<file path="src/rtl/hyperram_lb_bridge.sv">
// Local-bus register front end that issues single-word HyperRAM requests; reads return registered data one cycle after lb_rd.
// One request in flight; register writes to ADDR/DATA/CMD while busy are dropped and flagged, stalled core aborts after TIMEOUT cycles.
module hyperram_lb_bridge #(
  parameter int TIMEOUT = 255
) (
  input  logic        clk,
  input  logic        reset_n,
  input  logic        lb_wr,
  input  logic        lb_rd,
  input  logic [31:0] lb_addr,
  input  logic [31:0] lb_wr_d,
  output logic [31:0] lb_rd_d,
  output logic        lb_rd_rdy,
  output logic        busy,
  output logic        hr_req,
  output logic        hr_we,
  output logic [31:0] hr_addr,
  output logic [31:0] hr_wdata,
  input  logic        hr_ack,
  input  logic        hr_rvalid,
  input  logic [31:0] hr_rdata
);

  localparam int TW = (TIMEOUT < 2) ? 1 : $clog2(TIMEOUT + 1);

  localparam logic [31:0] A_ADDR   = 32'h10;
  localparam logic [31:0] A_DATA   = 32'h14;
  localparam logic [31:0] A_STATUS = 32'h18;
  localparam logic [31:0] A_CMD    = 32'h1C;
  localparam logic [31:0] A_COUNT  = 32'h20;

  typedef enum logic [1:0] {IDLE, REQ, WAIT_RD} state_t;

  state_t        state, state_nxt;
  logic [TW-1:0] tmo_cnt;
  logic [31:0]   addr_q, wdata_q, rdata_q, count_q, rd_mux;
  logic          op_we_q, st_tmo, st_ovr;
  logic          idle, wr_addr, wr_data, wr_cmd, wr_status;
  logic          cmd_go, tmo_hit, done, abort, ovr_set;

  assign idle      = (state == IDLE);
  assign wr_addr   = lb_wr && (lb_addr == A_ADDR);
  assign wr_data   = lb_wr && (lb_addr == A_DATA);
  assign wr_cmd    = lb_wr && (lb_addr == A_CMD);
  assign wr_status = lb_wr && (lb_addr == A_STATUS);
  assign cmd_go    = wr_cmd && idle && (lb_wr_d[0] || lb_wr_d[2]);
  assign ovr_set   = !idle && (wr_addr || wr_data || wr_cmd);
  assign tmo_hit   = (tmo_cnt == TW'(TIMEOUT - 1));

  assign busy     = !idle;
  assign hr_req   = (state == REQ);
  assign hr_we    = op_we_q;
  assign hr_addr  = addr_q;
  assign hr_wdata = wdata_q;

  always_ff @(posedge clk or negedge reset_n) begin
    if (!reset_n) state <= IDLE;
    else          state <= state_nxt;
  end

  // Completion wins over timeout when both land in the last allowed cycle.
  always_comb begin
    state_nxt = state;
    done      = 1'b0;
    abort     = 1'b0;
    case (state)
      IDLE: if (cmd_go) state_nxt = REQ;
      REQ: begin
        if (hr_ack) begin
          state_nxt = op_we_q ? IDLE : WAIT_RD;
          done      = op_we_q;
        end else if (tmo_hit) begin
          state_nxt = IDLE;
          abort     = 1'b1;
        end
      end
      WAIT_RD: begin
        if (hr_rvalid) begin
          state_nxt = IDLE;
          done      = 1'b1;
        end else if (tmo_hit) begin
          state_nxt = IDLE;
          abort     = 1'b1;
        end
      end
      default: state_nxt = IDLE;
    endcase
  end

  always_ff @(posedge clk or negedge reset_n) begin
    if (!reset_n)                tmo_cnt <= '0;
    else if (state_nxt != state) tmo_cnt <= '0;
    else if (!idle)              tmo_cnt <= tmo_cnt + 1'b1;
  end

  always_ff @(posedge clk or negedge reset_n) begin
    if (!reset_n) begin
      addr_q  <= '0;
      wdata_q <= '0;
      rdata_q <= '0;
      count_q <= '0;
      op_we_q <= 1'b0;
      st_tmo  <= 1'b0;
      st_ovr  <= 1'b0;
    end else begin
      if (wr_addr && idle) addr_q <= lb_wr_d;
      if (wr_data && idle) wdata_q <= lb_wr_d;
      if (cmd_go) op_we_q <= lb_wr_d[0];
      if (state == WAIT_RD && hr_rvalid) rdata_q <= hr_rdata;
      if (done) count_q <= count_q + 32'd1;
      if (abort)                      st_tmo <= 1'b1;
      else if (wr_status && lb_wr_d[1]) st_tmo <= 1'b0;
      if (ovr_set)                    st_ovr <= 1'b1;
      else if (wr_status && lb_wr_d[2]) st_ovr <= 1'b0;
    end
  end

  always_comb begin
    rd_mux = '0;
    case (lb_addr)
      A_ADDR:   rd_mux = addr_q;
      A_DATA:   rd_mux = rdata_q;
      A_STATUS: rd_mux = {29'd0, st_ovr, st_tmo, busy};
      A_COUNT:  rd_mux = count_q;
      default:  rd_mux = '0;
    endcase
  end

  // Read mux sees pre-write register values, so a same-cycle write is not visible.
  always_ff @(posedge clk or negedge reset_n) begin
    if (!reset_n) begin
      lb_rd_rdy <= 1'b0;
      lb_rd_d   <= '0;
    end else begin
      lb_rd_rdy <= lb_rd;
      if (lb_rd) lb_rd_d <= rd_mux;
    end
  end

endmodule

</file>
<file path="config.mk">
export PLATFORM = sky130hd
export DESIGN_NAME = hyperram_lb_bridge
export DESIGN_NICKNAME = d
export VERILOG_FILES = /design/src/rtl/hyperram_lb_bridge.sv
export SDC_FILE = /design/constraint.sdc
export NUM_CORES = 1
export LEC_CHECK = 0
export CAP_MARGIN = 40
export CELL_PAD_IN_SITES_DETAIL_PLACEMENT = 1
export CELL_PAD_IN_SITES_GLOBAL_PLACEMENT = 2
export CORE_ASPECT_RATIO = 2
export CORE_UTILIZATION = 35
export DETAILED_ROUTE_END_ITERATION = 7
export GPL_TIMING_DRIVEN = 1
export MAX_ROUTING_LAYER = met4
export PLACE_DENSITY = 0.87
export SLEW_MARGIN = 25
export SYNTH_ARGS = -nofsm -noshare
export SYNTH_HDL_FRONTEND = slang
export SYNTH_SLANG_ARGS = --single-unit
</file>
<file path="constraint.sdc">
create_clock -name clk -period 3.75 [get_ports clk]
set_input_delay 0.75 -clock clk [delete_from_list [all_inputs] [get_ports clk]]
set_output_delay 0.75 -clock clk [all_outputs]
set_load 0.005 [all_outputs]
</file>
==> impl_metrics.json <==
{
  "seqCellArea_um2": 4350,
  "wire_length_of_the_first_global_routing_pass_mm": 37.2,
  "grt_antenna_before_repair": 1,
  "result_of_the_run": "completed",
  "synth.net_count": 699,
  "cts.sinks": 174,
  "fin_worst_skew_ps": 12.5,
  "drt_initial_violations": 196,
  "chipWidth_um": 108,
  "commonest_cells_in_the_netlist": "sky130_fd_sc_hd__dfrtp_1, sky130_fd_sc_hd__mux2_2, sky130_fd_sc_hd__a22oi_1",
  "worst_path_dominant_cell_family": "simple AND/OR/NAND/NOR gates",
  "start_util": 0.355,
  "maxSlewViolCount": 0,
  "fin_ws_ps": 611,
  "post_cts_resize_count": 0,
  "maximum_number_of_pins_on_one_net_before_global_route_repair": 75,
  "finalHoldViolations": 0,
  "synth_cell_types": 47,
  "total_setup_buffers_inserted_after_cts": 0,
  "synth-edff-count": 0,
  "cellPowerDensity_nw_per_um2": 362,
  "setup_viol_count_final": 0,
  "synth-main-ff-cell": "sky130_fd_sc_hd__dfrtp_1",
  "worstSkewPairLatency_ps": 440,
  "synthArstFlopShare": 1.00,
  "rows": 77,
  "rsz_0062_raised_after_global_routing": "false",
  "fin_setup_tns_ps": 0,
  "synth_sequential_area_ratio": 0.556,
  "count_of_state_elements_after_synthesis": 174,
  "largest_fanout_on_the_critical_path": 20,
  "timing.critical_path.from_type": "primary input",
  "cp_cell_sequence": "clkdlybuf4s50_1, nor4_1, nand4_2, nor4_4, buf_4, and2_1, a22oi_1, o2bb2ai_1",
  "crit_path_dat_ps": 3480,
  "drive_gt1_frac": 0.202,
  "area_of_the_multi_input_gates_um2": 3290,
  "maxCapViolCount": 0,
  "rr_endpoint": "count_q[30]",
  "n_fill_cell": 2283,
  "dp_hpwl_mm": 17.4,
  "grt_pass1_vias": 6604,
  "rrSetupSlack_ps": 1060,
  "area.growth.synth_to_final_pct": 38.1,
  "slew_headroom": 0.533,
  "cts.hold.buffers_added": 0,
  "top_level_ports": 202,
  "worst-setup-path-type": "primary input to flip-flop",
  "die_area_um2": 23000,
  "finalWirelength_mm": 23.4,
  "worst_vdd_rail_ir_drop_v": 0.000335,
  "clock-root-buffer": "sky130_fd_sc_hd__clkbuf_16",
  "post_dp_cell_area_um2": 10200,
  "leakage_power_of_the_design_uw": 0.00491,
  "cts.path.max_buffers": 2,
  "post-place-ws_ps": 207,
  "worst-r2r-cell-count": 8,
  "synth_area_per_cell_um2": 13.3,
  "crit_buf_inv": 2,
  "cts_tree": "built",
  "regToRegStartpoint": "state[1]",
  "cts_htree_levels": 4,
  "cp_data_required_time_ps": 4090,
  "io_buffers": 201,
  "drt_drc_violations_left": 0,
  "yosys.area.top_type_share": 0.556,
  "cp_num_cells": 8,
  "clk_pin_slew_ps": 70,
  "design.final.nets": 906,
  "cp_slowest_stage_delay_ps": 490,
  "yosysMostFrequentCell": "sky130_fd_sc_hd__dfrtp_1",
  "cts_inserted_buffers": 17,
  "routed_wire_length_per_instance_um": 21.6,
  "gpl.final_weighted_congestion": 0.874,
  "finalInstanceArea_um2": 10800,
  "timing.critical_path.slowest_stage_cell": "sky130_fd_sc_hd__and2_1",
  "netlist.top_cell.by_area": "sky130_fd_sc_hd__dfrtp_1",
  "timing_worst_slew_pin_value_ps": 696,
  "period_share": 0.837,
  "drt-pass1-iter-count": 7,
  "global_route.overflow_total": 0,
  "fin_crit_ps": 3140,
  "grt.total_usage": 0.223,
  "fmaxAchievable_mhz": 319,
  "yosysWarningCount": 0,
  "floorplan_core_area_um2": 22100,
  "finalCoreUtilization": 0.490,
  "cp-end-kind": "flip-flop",
  "synthCells": 590,
  "synth.cell_area_um2": 7830,
  "post_synth_main_area_contributors": "sky130_fd_sc_hd__dfrtp_1, sky130_fd_sc_hd__mux2_2, sky130_fd_sc_hd__mux2_4",
  "worstHoldPathType": "primary input to async pin",
  "number_of_vias_per_cell": 5.28,
  "die_y_um": 213,
  "routed-via-count": 5739,
  "holdWs_ps": 335,
  "ant_nets": 0
}
==> registers in the layout, summed over array words and instances (netlist names) <==
name	flops
count_q	32
hr_addr	32
lb_rd_rdy	1
tmo_cnt	8
hr_wdata	32
hr_we	1
state	2
st_tmo	1
st_ovr	1
lb_rd_d	32
rdata_q	32
==> per-stage QoR <==
stage	cells	total power, uW
finish	1087	3910
CTS	1086	3960
global placement	1054	2110
global route	1087	4040
detailed placement	1054	2110
floorplan	590	1940
==> power by group <==
| part | switching [uW] | total [uW] | internal (uW) | leakage, uW |
|---|---|---|---|---|
| clock network | 768 | 1840 | 1070 | 0.000294 |
| logic | 88.8 | 196 | 108 | 0.00220 |
| registers | 0.185 | 1880 | 1880 | 0.00242 |
| total | 857 | 3910 | 3050 | 0.00491 |
==> cells in the final DEF, fill, tap and decap left out, types with 7 or more instances in the layout <==
cell type,count
sky130_fd_sc_hd__xor2_1,15
sky130_fd_sc_hd__ha_1,7
sky130_fd_sc_hd__a22o_1,13
sky130_fd_sc_hd__mux2_2,77
sky130_fd_sc_hd__inv_1,12
sky130_fd_sc_hd__nand3_1,20
sky130_fd_sc_hd__buf_4,14
sky130_fd_sc_hd__nand2_1,17
sky130_fd_sc_hd__mux2_4,30
sky130_fd_sc_hd__nor2_1,25
sky130_fd_sc_hd__o2bb2ai_1,29
sky130_fd_sc_hd__nor4_1,8
sky130_fd_sc_hd__clkbuf_16,17
sky130_fd_sc_hd__clkdlybuf4s50_1,200
sky130_fd_sc_hd__a21oi_1,7
sky130_fd_sc_hd__dfrtp_1,174
sky130_fd_sc_hd__mux2_1,10
sky130_fd_sc_hd__nand4_1,12
sky130_fd_sc_hd__xnor2_1,23
sky130_fd_sc_hd__a22oi_1,32
==> per-layer routing <==
| metal | global-route usage | vias to the layer above | part of all wire |
|---|---|---|---|
| li1 | - | 2588 | - |
| met1 | 0.220 | 2973 | 0.35 |
| met2 | 0.417 | 133 | 0.58 |
| met3 | 0.0483 | 45 | 0.034 |
| met4 | 0.0869 | 0 | 0.033 |
| met5 | - | - | 0 |
==> logic make-up (layout without fill, tap and decap cells) <==
| family | after synthesis | after routing | share of synthesized area |
|---|---|---|---|
| xor gates and xnor gates | 38 | 38 | 0.0425 |
| and+or+nand+nor | 112 | 112 | 0.0806 |
| buffers and inverters | 41 | 261 | 0.0251 |
| DFF | 174 | 174 | 0.556 |
| other | 0 | 1 | 0 |
| muxes | 117 | 117 | 0.183 |
| AOI/OAI and AO/OA | 101 | 101 | 0.101 |
| adders and majority gates | 7 | 7 | 0.0112 |
==> final cells by class <==
cell class / instances / share of cell area
diodes: 1 / 0.000232
clock buffers: 19 / 0.0410
clock inverters: 13 / 0.0152
inverters: 12 / 0.00417
multi-input cells: 375 / 0.304
flip-flops and latches: 174 / 0.403
well taps: 276 / 0.0320
repair buffers: 217 / 0.200
==> worst max-delay path by stage <==
stage          slack [ps]        start     endpoint
2_1_floorplan        1300  lb_addr[14]  hr_addr[10]
3_3_place_gp          410  lb_addr[14]  lb_rd_d[27]
3_5_place_dp          210  lb_addr[14]  lb_rd_d[24]
4_1_cts               600  lb_addr[14]  lb_rd_d[31]
5_1_grt               430  lb_addr[13]  lb_rd_d[31]
6_report              610  lb_addr[13]  lb_rd_d[31]
Power figures use the tool's default switching activity.
